**config.mk**
```make
export PLATFORM = sky130hd
export DESIGN_NAME = uart_rx_param
export DESIGN_NICKNAME = d
export VERILOG_FILES = /design/src/rtl/uart_pkg.sv /design/src/rtl/uart_sync_fifo.sv /design/src/rtl/uart_rx_param.sv
export SDC_FILE = /design/constraint.sdc
export NUM_CORES = 1
export LEC_CHECK = 0
export CORE_MARGIN = 2
export CORE_UTILIZATION = 47
export CTS_BUF_LIST = sky130_fd_sc_hd__clkbuf_16
export DETAILED_ROUTE_END_ITERATION = 8
export HOLD_SLACK_MARGIN = 0.05
export REMOVE_ABC_BUFFERS = 1
export SYNTH_ARGS = -nofsm -noshare
export SYNTH_HDL_FRONTEND = slang
export SYNTH_HIERARCHICAL = 1
export SYNTH_SLANG_ARGS = --single-unit
```
**constraint.sdc**
```tcl
create_clock -name clock -period 3.4 [get_ports clock]
set_input_delay 0.51 -clock clock [delete_from_list [all_inputs] [get_ports clock]]
set_output_delay 0.51 -clock clock [all_outputs]
set_load 0.01 [all_outputs]
```
**src/rtl/uart_pkg.sv**
```systemverilog
// Shared types and constants for the parameterised UART receiver.
package uart_pkg;

    localparam int unsigned PAR_NONE = 0;
    localparam int unsigned PAR_EVEN = 1;
    localparam int unsigned PAR_ODD  = 2;

    typedef enum logic [2:0] {
        StIdle,
        StStart,
        StData,
        StParity,
        StStop
    } rx_state_e;

endpackage

```
**src/rtl/uart_sync_fifo.sv**
```systemverilog
// Show-ahead synchronous FIFO; a push into a full FIFO only succeeds alongside a pop.
module uart_sync_fifo #(
    parameter int unsigned WIDTH = 8,
    parameter int unsigned DEPTH = 8
) (
    input  logic                   clock,
    input  logic                   reset,
    input  logic                   push,
    input  logic [WIDTH-1:0]       wdata,
    input  logic                   pop,
    output logic [WIDTH-1:0]       head,
    output logic [$clog2(DEPTH):0] count,
    output logic                   full,
    output logic                   empty
);

    localparam int unsigned AW = $clog2(DEPTH);

    logic [WIDTH-1:0] mem_q [DEPTH];
    logic [AW-1:0]    wr_ptr_q, wr_ptr_d;
    logic [AW-1:0]    rd_ptr_q, rd_ptr_d;
    logic [AW:0]      count_q, count_d;
    logic             do_push, do_pop;

    always_comb begin
        do_pop   = pop && (count_q != '0);
        do_push  = push && ((count_q != (AW+1)'(DEPTH)) || do_pop);
        wr_ptr_d = do_push ? wr_ptr_q + 1'b1 : wr_ptr_q;
        rd_ptr_d = do_pop ? rd_ptr_q + 1'b1 : rd_ptr_q;
        count_d  = count_q;
        if (do_push && !do_pop) begin
            count_d = count_q + 1'b1;
        end else if (!do_push && do_pop) begin
            count_d = count_q - 1'b1;
        end
    end

    always_ff @(posedge clock or posedge reset) begin
        if (reset) begin
            wr_ptr_q <= '0;
            rd_ptr_q <= '0;
            count_q  <= '0;
        end else begin
            wr_ptr_q <= wr_ptr_d;
            rd_ptr_q <= rd_ptr_d;
            count_q  <= count_d;
        end
    end

    // Storage needs no reset: the head is masked to zero while empty.
    always_ff @(posedge clock) begin
        if (do_push) begin
            mem_q[wr_ptr_q] <= wdata;
        end
    end

    assign empty = (count_q == '0);
    assign full  = (count_q == (AW+1)'(DEPTH));
    assign count = count_q;
    assign head  = empty ? '0 : mem_q[rd_ptr_q];

endmodule

```
**src/rtl/uart_rx_param.sv**
```systemverilog
// UART receiver: synchronised line, mid-bit sampling FSM, parity/stop checks and receive FIFO.
module uart_rx_param
    import uart_pkg::*;
#(
    parameter int unsigned DATA_BITS    = 8,
    parameter int unsigned CLKS_PER_BIT = 16,
    parameter int unsigned PARITY       = PAR_NONE,
    parameter int unsigned STOP_BITS    = 1,
    parameter int unsigned FIFO_DEPTH   = 8
) (
    input  logic                        clock,
    input  logic                        reset,
    input  logic                        rx_in,
    input  logic                        rd_strobe,
    input  logic                        err_clear,
    output logic [DATA_BITS-1:0]        rd_data,
    output logic                        rx_valid,
    output logic                        fifo_full,
    output logic [$clog2(FIFO_DEPTH):0] fifo_count,
    output logic                        err_parity,
    output logic                        err_frame,
    output logic                        err_overrun,
    output logic                        irq
);

    localparam int unsigned   CW   = $clog2(CLKS_PER_BIT);
    localparam int unsigned   IW   = $clog2(DATA_BITS);
    localparam logic [CW-1:0] MID  = CW'(CLKS_PER_BIT / 2 - 1);
    localparam logic [CW-1:0] LAST = CW'(CLKS_PER_BIT - 1);

    rx_state_e            state_q, state_d;
    logic [CW-1:0]        bit_cnt_q, bit_cnt_d;
    logic [IW-1:0]        bit_idx_q, bit_idx_d;
    logic [DATA_BITS-1:0] shift_q, shift_d;
    logic                 bad_q, bad_d;
    logic                 sync1_q, rx_sync_q, rx_prev_q;
    logic                 err_parity_q, err_parity_d;
    logic                 err_frame_q, err_frame_d;
    logic                 err_overrun_q, err_overrun_d;
    logic                 irq_q, irq_d;

    logic mid, par_exp, par_fail, stop_fail, frame_ok;
    logic fifo_empty, fifo_full_w;

    assign mid     = (bit_cnt_q == MID);
    assign par_exp = (PARITY == PAR_ODD) ? ~(^shift_q) : ^shift_q;

    always_comb begin
        state_d   = state_q;
        bit_cnt_d = bit_cnt_q;
        bit_idx_d = bit_idx_q;
        shift_d   = shift_q;
        bad_d     = bad_q;
        par_fail  = 1'b0;
        stop_fail = 1'b0;
        frame_ok  = 1'b0;
        if (state_q != StIdle) begin
            bit_cnt_d = (bit_cnt_q == LAST) ? '0 : bit_cnt_q + 1'b1;
        end
        unique case (state_q)
            StIdle: begin
                bit_cnt_d = '0;
                if (rx_prev_q && !rx_sync_q) begin
                    state_d   = StStart;
                    bit_idx_d = '0;
                    bad_d     = 1'b0;
                end
            end
            StStart: begin
                if (mid) begin
                    if (rx_sync_q) begin
                        state_d   = StIdle;
                        bit_cnt_d = '0;
                    end else begin
                        state_d = StData;
                    end
                end
            end
            StData: begin
                if (mid) begin
                    shift_d = {rx_sync_q, shift_q[DATA_BITS-1:1]};
                    if (bit_idx_q == IW'(DATA_BITS - 1)) begin
                        bit_idx_d = '0;
                        state_d   = (PARITY == PAR_NONE) ? StStop : StParity;
                    end else begin
                        bit_idx_d = bit_idx_q + 1'b1;
                    end
                end
            end
            StParity: begin
                if (mid) begin
                    if (rx_sync_q != par_exp) begin
                        par_fail = 1'b1;
                        bad_d    = 1'b1;
                    end
                    state_d = StStop;
                end
            end
            StStop: begin
                if (mid) begin
                    if (!rx_sync_q) begin
                        stop_fail = 1'b1;
                        bad_d     = 1'b1;
                    end
                    // Leave for idle on the last stop sample so a new start bit is caught at once.
                    if (bit_idx_q == IW'(STOP_BITS - 1)) begin
                        state_d   = StIdle;
                        bit_cnt_d = '0;
                        bit_idx_d = '0;
                        frame_ok  = !bad_q && rx_sync_q;
                    end else begin
                        bit_idx_d = bit_idx_q + 1'b1;
                    end
                end
            end
            default: state_d = StIdle;
        endcase
    end

    always_comb begin
        err_parity_d  = par_fail | (err_parity_q & ~err_clear);
        err_frame_d   = stop_fail | (err_frame_q & ~err_clear);
        err_overrun_d = (frame_ok & fifo_full_w & ~rd_strobe) | (err_overrun_q & ~err_clear);
        irq_d         = ~fifo_empty | err_parity_q | err_frame_q | err_overrun_q;
    end

    always_ff @(posedge clock or posedge reset) begin
        if (reset) begin
            state_q       <= StIdle;
            bit_cnt_q     <= '0;
            bit_idx_q     <= '0;
            shift_q       <= '0;
            bad_q         <= 1'b0;
            sync1_q       <= 1'b1;
            rx_sync_q     <= 1'b1;
            rx_prev_q     <= 1'b1;
            err_parity_q  <= 1'b0;
            err_frame_q   <= 1'b0;
            err_overrun_q <= 1'b0;
            irq_q         <= 1'b0;
        end else begin
            state_q       <= state_d;
            bit_cnt_q     <= bit_cnt_d;
            bit_idx_q     <= bit_idx_d;
            shift_q       <= shift_d;
            bad_q         <= bad_d;
            sync1_q       <= rx_in;
            rx_sync_q     <= sync1_q;
            rx_prev_q     <= rx_sync_q;
            err_parity_q  <= err_parity_d;
            err_frame_q   <= err_frame_d;
            err_overrun_q <= err_overrun_d;
            irq_q         <= irq_d;
        end
    end

    uart_sync_fifo #(
        .WIDTH (DATA_BITS),
        .DEPTH (FIFO_DEPTH)
    ) u_fifo (
        .clock (clock),
        .reset (reset),
        .push  (frame_ok),
        .wdata (shift_q),
        .pop   (rd_strobe),
        .head  (rd_data),
        .count (fifo_count),
        .full  (fifo_full_w),
        .empty (fifo_empty)
    );

    assign rx_valid    = ~fifo_empty;
    assign fifo_full   = fifo_full_w;
    assign err_parity  = err_parity_q;
    assign err_frame   = err_frame_q;
    assign err_overrun = err_overrun_q;
    assign irq         = irq_q;

endmodule

```
==> impl_metrics.py <==
metrics = {
    "cts": {
        "htree_levels": 3,
        "clock_latency_ns": 0.34,
        "tritoncts": "yes",
        "clk_pin_slew_ns": 0.07,
        "cts_buffers": 9,
        "cts_setup_buffers": 0,
        "cts-root-buf": "clkbuf_16",
        "numClockSinks": 100,
        "clock_path_buffers": 2,
    },
    "detailed_routing": {
        "first_pass_iters": 4,
        "routed_via_density": 5.40,
        "drt-total-wl_um": 7870,
        "drtAntennaViolNets": 0,
        "wire_per_inst_um": 17.3,
        "drtIter0Drc": 97,
        "drc": 0,
        "vias": 2453,
    },
    "place": {
        "place_ws_ns": 0.193,
        "place_inst": 439,
        "place_congestion": 0.821,
        "io_buffers": 22,
        "hpwlAfterDp_um": 5230,
    },
    "yosys": {
        "syn_area_sq_um": 4520,
        "synth_area_leaders": "edfxtp_1, dfrtp_1, mux4_2",
        "yosysMostFrequentCell": "edfxtp_1",
        "yosys_warnings": 6,
        "synth_common_cells": "edfxtp_1, dfrtp_1, mux4_2, inv_1",
        "synthFlopType": "edfxtp_1",
        "yosysSeqAreaShare_pct": 62.5,
        "synth_top_cell_area_share_pct": 42.5,
        "synthCells": 286,
        "synth_seq_cells": 100,
        "ys_async_sr_fraction_pct": 36.0,
        "synth_area_per_cell_sq_um": 15.8,
        "synth_cell_type_count": 59,
        "synth_largest_area_cell": "edfxtp_1",
        "synth-edff-count": 64,
    },
    "hold_path": {
        "min_path_type": "reg -> reg",
        "worstHoldPathCells": 0,
        "worstHoldEndpoint": "rx_sync_q$_DFF_PP1_",
        "hp-start": "sync1_q$_DFF_PP1_",
    },
    "worst_setup_path": {
        "path_buf_inv": 2,
        "crit_arrival_ns": 3.30,
        "ff2ff_path_depth": 12,
        "crit_family": "simple AND/OR/NAND/NOR gates",
        "r2r-start": "bit_cnt_q[0]$_DFF_PP0_",
        "r2r_slack_ns": 0.30,
        "crit_fanout": 7,
        "cpPeakStageDelay_ns": 0.52,
        "setup.worst_path.end_class": "register",
        "cp_slowest_cell": "or4_1",
        "r2r-end": "u_fifo/count[3]$_DFFE_PP0P_",
        "crit_chain": "ha_2 > nand3b_2 > and2b_1 > nor4b_4 > o21ai_4 > inv_1 > ha_1 > inv_1 > ha_1 > or4_1 > nand3_1 > o221ai_1",
        "cp-start-kind": "register",
        "required_ns": 3.61,
        "crit_type": "reg -> reg",
    },
    "floorplan": {
        "die_w_um": 102,
        "fp.dieH_um": 102,
        "start_util_pct": 48.7,
        "dieArea_sq_um": 10400,
        "row_count": 35,
        "ios": 23,
        "placeableCoreArea_sq_um": 9280,
    },
    "global_routing": {
        "antenna_found_initial": 0,
        "gr-total-overflow": 0,
        "grt_start_max_net_pins": 27,
        "grt_util_met2_pct": 27.2,
        "use_met1_pct": 23.3,
        "busiest_layer": "met2",
        "grt_pass1_vias": 2433,
        "grt_use_met3_pct": 3.76,
        "grt_pass1_wl_um": 13000,
        "track_usage_pct": 17.0,
    },
    "timing": {
        "fmax_mhz": 323,
        "worst_slew_pin_slew_ns": 1.04,
        "slew_headroom_pct": 30.5,
        "setup_violations": 0,
        "min_period_over_period_pct": 91.1,
        "finalHoldViolCount": 0,
        "clock_skew_ns": 0.00588,
        "period_minus_slack_ns": 3.10,
        "drv_slew": 0,
        "setup_slack_ns": 0.304,
    },
    "pwr": {
        "max-vdd-ir-drop_mv": 0.353,
        "p_leak_nw": 1.96,
        "power_density_nw_per_um2": 705,
    },
    "cells_and_area": {
        "layout-drive-gt1-share_pct": 23.7,
        "n_fill_cell": 768,
        "syn2layout_area_growth_pct": 15.8,
        "final_cells": 454,
        "nets": 336,
        "diodes": 0,
    },
    "status": {
        "status": "complete, no violations",
    },
    "flow_run": {
        "cap_violations": 0,
    },
}
==> per-layer routing <==
metal	routed length, um	vias up
met2	3840	36
met5	0	-
met4	102	0
met1	3700	1231
met3	226	7
li1	-	1179
==> cell families after synthesis <==
| group | share of synthesized area (%) |
|---|---|
| AO/OA/AOI/OAI | 7.14 |
| XOR/XNOR | 3.16 |
| adder cells (fa/ha/maj) | 2.93 |
| buffers and inverters | 3.13 |
| flip-flops | 62.5 |
| multiplexers | 12.6 |
| AND/OR/NAND/NOR | 8.50 |
==> worst register-to-register path, stage by stage (launching register included) <==
cell and delay (ns):
dfrtp_1 0.40, ha_2 0.26, nand3b_2 0.10, and2b_1 0.23
nor4b_4 0.30, o21ai_4 0.15, inv_1 0.08, ha_1 0.23
inv_1 0.12, ha_1 0.36, or4_1 0.52, nand3_1 0.09
o221ai_1 0.11
==> stage by stage <==
stage / power [mW] / cell area, sq um / hold WS [ns] / utilization, % / TNS, ns
2_1_floorplan: 2.28 / 4430 / 0.345 / - / 0
3_3_place_gp: 2.71 / 4920 / 0.345 / 53.0 / 0
3_5_place_dp: 2.72 / 4920 / 0.349 / 53.0 / 0
4_1_cts: 3.74 / 5220 / 0.359 / 56.2 / 0
5_1_grt: 3.92 / 5240 / 0.365 / 56.4 / -0.00161
6_report: 3.69 / 5240 / 0.358 / 56.4 / 0
==> worst max-delay path by stage <==
stage	to	start	slack (ns)	depth (start not counted)
after floorplan	u_fifo/count[3]$_DFFE_PP0P_	bit_cnt_q[0]$_DFF_PP0_	0.23	12
after global placement	u_fifo/count[3]$_DFFE_PP0P_	bit_cnt_q[0]$_DFF_PP0_	0.27	12
after detailed placement	u_fifo/count[3]$_DFFE_PP0P_	bit_cnt_q[0]$_DFF_PP0_	0.19	12
after CTS	u_fifo/count[3]$_DFFE_PP0P_	bit_cnt_q[0]$_DFF_PP0_	0.16	12
after global routing	u_fifo/count[3]$_DFFE_PP0P_	bit_cnt_q[0]$_DFF_PP0_	-0.002	12
final	u_fifo/count[3]$_DFFE_PP0P_	bit_cnt_q[0]$_DFF_PP0_	0.30	12
==> cell type report <==
class	count	area, sq um	share of cell area, %
Inverter	14	52.6	1.00
Multi-Input combinational cell	159	1570	29.9
Clock buffer	9	225	4.30
Sequential cell	100	2830	54.0
Clock inverter	6	71.3	1.36
Timing Repair Buffer	37	333	6.36
Tap cell	129	161	3.08
==> registers in the layout (all words and copies together) (netlist names) <==
name and flops:
err_frame 1, bad_q 1, u_fifo/wr_ptr_q 3, state_q 3, irq 1, u_fifo/mem_q 64
rx_prev_q 1, sync1_q 1, shift_q 8, err_overrun 1, bit_idx_q 3, err_parity 1
u_fifo/count 4, bit_cnt_q 4, u_fifo/rd_ptr_q 3, rx_sync_q 1
==> repair_timing <==
action                                  4_1_cts  5_1_grt
hold endpoints to repair                      0        0
endpoints found under the setup margin        0        1
hold buffers                                  0        0
gates resized for setup                       0        3
==> where the power goes <==
| part | internal (mW) | total [mW] | leakage (nW) | switching (mW) |
|---|---|---|---|---|
| Clock | 0.572 | 1.01 | 0.139 | 0.436 |
| Sequential | 1.39 | 1.55 | 1.05 | 0.158 |
| Combinational | 0.616 | 1.13 | 0.773 | 0.518 |
| Total | 2.58 | 3.69 | 1.96 | 1.11 |
==> cell usage in the layout (no fill, tap or decap), drive strengths merged, types with 3 or more instances in the layout <==
master	n
or3	6
xor2	3
nor2	11
a21oi	7
xnor2	8
edfxtp	64
clkdlybuf4s50	22
clkbuf	9
dfstp	3
ha	9
nand3b	4
mux2i	4
a21o	4
mux2	14
nand2b	6
dfrtp	33
o21ai	4
nand2	7
inv	16
nor3	10
mux4	16
buf	15
or4	3
a22o	9
No activity file was read; power rests on OpenSTA's default activity.
==> RTL change 1: new RTL, config.mk and constraints unchanged <==
Make the reset (`reset`) synchronous in 2 clocked blocks.
--- a/src/rtl/uart_sync_fifo.sv
+++ b/src/rtl/uart_sync_fifo.sv
@@ -36,5 +36,5 @@
     end
 
-    always_ff @(posedge clock or posedge reset) begin
+    always_ff @(posedge clock) begin
         if (reset) begin
             wr_ptr_q <= '0;
--- a/src/rtl/uart_rx_param.sv
+++ b/src/rtl/uart_rx_param.sv
@@ -125,5 +125,5 @@
     end
 
-    always_ff @(posedge clock or posedge reset) begin
+    always_ff @(posedge clock) begin
         if (reset) begin
             state_q       <= StIdle;
Check against the original RTL: same outputs for any inputs over 10 cycles, from zero or initial values and one cycle with reset high; that may be too few to reach the edited logic, so the function may still have changed.
==> RTL change 1 against the original RTL <==
Total power decreased by 14%. Area after synthesis decreased by 4.0%. Sequential cell count is 3 higher. Sequential power down 9.7%. Wire length decreased by 3.4%. Clock power fell by 4%. Count of clock-buffer cells in the layout is the same. Setup slack improved by 16 ps. Via count is essentially flat. Cell area down 4.1%. Critical path type unchanged. Largest power group unchanged.
==> RTL change 1: results (changes against the original RTL) <==
status=finished, final reports clean (unchanged); Adder-Cell Fraction of Synth Area=0.03057 (was 0.02935); critical path's top delay family=adder cells (was simple AND/OR/NAND/NOR gates); vias in the first global route=2374 (was 2433); Max Fanout on Critical Path=6 (was 7); fillers=764 (was 768); slowest stage delay, CP=400 ps (was 520 ps); Final GP Congestion=0.7839 (was 0.8206); Worst Path Arrival=3310 ps (was 3300 ps); Pleak=1.719 nW (was 1.958 nW); Synth Area per Inst=13.90 sq um (was 15.80 sq um); Slew Limit Headroom=0.6221 (was 0.3047); first-pass GRT wire length=12450 um (was 13040 um); post-place setup slack=283.0 ps (was 192.5 ps); Post-synth top cells=64 x edfxtp_1, 42 x nor2_1, 39 x dfxtp_1 (was 64 x edfxtp_1, 33 x dfrtp_1, 16 x mux4_2); synth top area cells=edfxtp_1 44%, dfxtp_1 18%, mux4_2 8.3% (was edfxtp_1 43%, dfrtp_1 18%, mux4_2 8.0%); DRT iter0 DRCs=65 (was 97); Synth Area in Compound Gates=0.04701 (was 0.07143); Async SR Flop Fraction=0 (was 0.3600); Non-Filler Instances=461 (was 454); Post-Synth XOR/XNOR Area=0.03317 (was 0.03156); dpl hpwl=4942 um (was 5233 um); routed wire length=7603 um (was 7873 um); Cell variety after synth=46 (was 59); VDD IR max=0.3905 mV (was 0.3531 mV); vias per cell=5.325 (was 5.403); Worst Skew=8.912 ps (was 5.878 ps)
RTL change 1: cell count changes after synthesis, sizes merged, moves of 3 or more:
| cell | unedited run | this run |
|---|---|---|
| dfxtp | 0 | 39 |
| dfrtp | 33 | 0 |
| nor2 | 11 | 43 |
| mux2i | 4 | 21 |
| mux2 | 14 | 1 |
| a22o | 9 | 0 |
| nand2 | 7 | 14 |
| inv | 14 | 8 |
| a21o | 4 | 0 |
| a21oi | 7 | 11 |
| or2 | 1 | 5 |
| xor2 | 3 | 7 |
| dfstp | 3 | 0 |
| or4 | 3 | 0 |
RTL change 1: layer usage:
| layer | routed length (um) | share of wire | GRT usage |
|---|---|---|---|
| met4 | 87 | 0.011 | 0.05058 |
| met2 | 3597 | 0.47 | 0.2625 |
| met1 | 3685 | 0.48 | 0.2283 |
| met5 | 0 | 0 | 0 |
| met3 | 232 | 0.031 | 0.04109 |
RTL change 1: timing repair:
item | CTS | global route
gates resized for setup | 0 | 1
setup buffers | 0 | 0
endpoints found under the setup margin | 0 | 1
RTL change 1: power by group:
group          switching, mW  internal, mW
clock                  0.467         0.504
combinational          0.353         0.434
sequential            0.0485          1.35
total                  0.869          2.29
RTL change 1: final cells by class:
| cell class | count | share of cell area |
|---|---|---|
| clock buffers | 9 | 0.04488 |
| inverters | 8 | 0.006482 |
| flip-flops and latches | 103 | 0.5385 |
| clock inverters | 7 | 0.01122 |
| multi-input cells | 187 | 0.3064 |
| repair buffers | 36 | 0.06482 |
| well taps | 111 | 0.02767 |
RTL change 1: worst paths after layout:
check | startpoint | slack, ps | cells after the start | end
max | bit_cnt_q[0] | 320 | 14 | u_fifo/count[3]
min | sync1_q | 410 | 1 | rx_sync_q
max reg2reg | bit_cnt_q[0] | 320 | 14 | u_fifo/count[3]
min reg2reg | sync1_q | 410 | 1 | rx_sync_q
==> RTL change 2: new RTL, same settings <==
Without the edit above. Set the parameter `DATA_BITS` to 16 (it was 8).
--- a/src/rtl/uart_rx_param.sv
+++ b/src/rtl/uart_rx_param.sv
@@ -3,5 +3,5 @@
     import uart_pkg::*;
 #(
-    parameter int unsigned DATA_BITS    = 8,
+    parameter int unsigned DATA_BITS    = 16,
     parameter int unsigned CLKS_PER_BIT = 16,
     parameter int unsigned PARITY       = PAR_NONE,
Ports: changed (resized rd_data); port bits go from 23 to 31. No check against the original RTL was run, so the function may have changed too.
==> RTL change 2 against the original RTL <==
Sequential share of layout area up 5.5 points. Total power is 61% higher. Via count up 51%. Sequential cell count rose by 73. Cell area increased by 60%. Setup slack got worse by 110 ps. Fmax decreased by 3.3%. Area after synthesis grew 59%. Core utilization is 1.0 points lower. Combinational power rose by 50%. Wire length grew 74%.
==> RTL change 2: results (changes against the original RTL) <==
Async SR Flop Fraction=0.2601 (was 0.3600); Tot GR Track Use=0.1817 (was 0.1704); clock root cell=clkbuf_16 (unchanged); Post-synth top cells=128 x edfxtp_1, 42 x dfrtp_1, 32 x mux4_2 (was 64 x edfxtp_1, 33 x dfrtp_1, 16 x mux4_2); number of synthesized flops with an enable pin=128 (was 64); DRT iter0 DRCs=241 (was 97); TritonRoute pass-1 iters=4 (unchanged); Final GP Congestion=0.7733 (was 0.8206); vias in the first global route=3925 (was 2433); share of layout cells above drive strength 1=0.2607 (was 0.2369); DP Area=7809 sq um (was 4925 sq um); Worst Skew=7.755 ps (was 5.878 ps); CTS Buf Count=17 (was 9); VDD IR max=0.4200 mV (was 0.3531 mV); worst skew pair latency=430 ps (was 340 ps); Max H-tree Level=4 (was 3); measured slew at the worst slew-check pin=570.0 ps (was 1042 ps); status=finished, final reports clean (unchanged); PortBufs=30 (was 22); first-pass GRT wire length=21670 um (was 13040 um); post-place setup slack=23.49 ps (was 192.5 ps); sequential share of the synthesized area=0.6900 (was 0.6254); initial antenna violation count=0 (unchanged); vias per cell=5.634 (was 5.403); registers with the most flip-flops=u_fifo/mem_q x128, shift_q x16 (was u_fifo/mem_q x64, shift_q x8); dpl hpwl=7977 um (was 5233 um); Worst Path Arrival=3500 ps (was 3300 ps); wire length per cell=20.93 um (was 17.34 um); Layout Nets=470 (was 336); largest net degree at the start of global routing=36 (was 27); Pleak=2.970 nW (was 1.958 nW); synth top area cells=edfxtp_1 53%, dfrtp_1 15%, mux4_2 10% (was edfxtp_1 43%, dfrtp_1 18%, mux4_2 8.0%)
RTL change 2: stage by stage:
stage,hold WS (ps),std cells
5_1_grt,361.1,656
2_1_floorplan,345.2,390
4_1_cts,357.8,656
6_report,355.9,656
3_5_place_dp,348.8,625
3_3_place_gp,350.2,625
RTL change 2: path summary, 6_finish.rpt:
| check | start | to | slack, ps | cells past startpoint |
|---|---|---|---|---|
| setup / recovery | bit_idx_q[0] | u_fifo/count[3] | 200 | 13 |
| hold / removal | sync1_q | rx_sync_q | 360 | 0 |
| setup reg to reg | bit_idx_q[0] | u_fifo/count[3] | 200 | 13 |
| hold reg to reg | sync1_q | rx_sync_q | 360 | 0 |
| max in group asynchronous | reset | rx_prev_q | 2520 | 3 |
| min in group asynchronous | reset | u_fifo/count[0] | 390 | 2 |
RTL change 2: layer usage:
| layer | track usage | vias up | part of all wire |
|---|---|---|---|
| met4 | 0.05818 | 0 | 0.014 |
| met1 | 0.2275 | 1934 | 0.44 |
| met2 | 0.3139 | 53 | 0.52 |
| met3 | 0.04382 | 15 | 0.027 |
| li1 | - | 1694 | - |
| met5 | 0 | - | 0 |
RTL change 2: what timing repair did:
item	CTS	global route
resized for setup	0	3
endpoints found under the setup margin	0	1
setup buffers	0	0
RTL change 2: worst max-delay path, stage by stage, from the launching register on:
cell	delay (ps)
dfrtp_1	390
inv_1	100
ha_1	140
or3b_4	390
nor4_2	290
buf_4	180
o21ai_2	130
inv_1	90
ha_2	220
inv_1	110
ha_2	320
or4_1	510
nand3_1	90
o221ai_1	110
RTL change 2: logic make-up after synthesis:
kind of cell             share of synthesized area
flip-flops                                  0.6900
multiplexers                                0.1359
XOR/XNOR                                   0.02864
AO/OA/AOI/OAI                              0.05572
buffers and inverters                      0.02152
adder cells (fa/ha/maj)                    0.01666
AND/OR/NAND/NOR                            0.05156
RTL change 2: layout make-up:
| class | instances | area [sq um] |
|---|---|---|
| clock buffers | 17 | 425.4 |
| clock inverters | 14 | 111.4 |
| well taps | 188 | 235.2 |
| repair buffers | 47 | 440.4 |
| flip-flops and latches | 173 | 4975 |
| multi-input cells | 203 | 2117 |
| inverters | 14 | 52.55 |
| fillers | 1203 | 6733 |
RTL change 2: report_power, final:
part           switching, mW  internal [mW]  total, mW
logic                  0.802          0.889       1.69
clock network          0.743           1.05       1.79
registers              0.119           2.34       2.45
total                   1.66           4.27       5.94
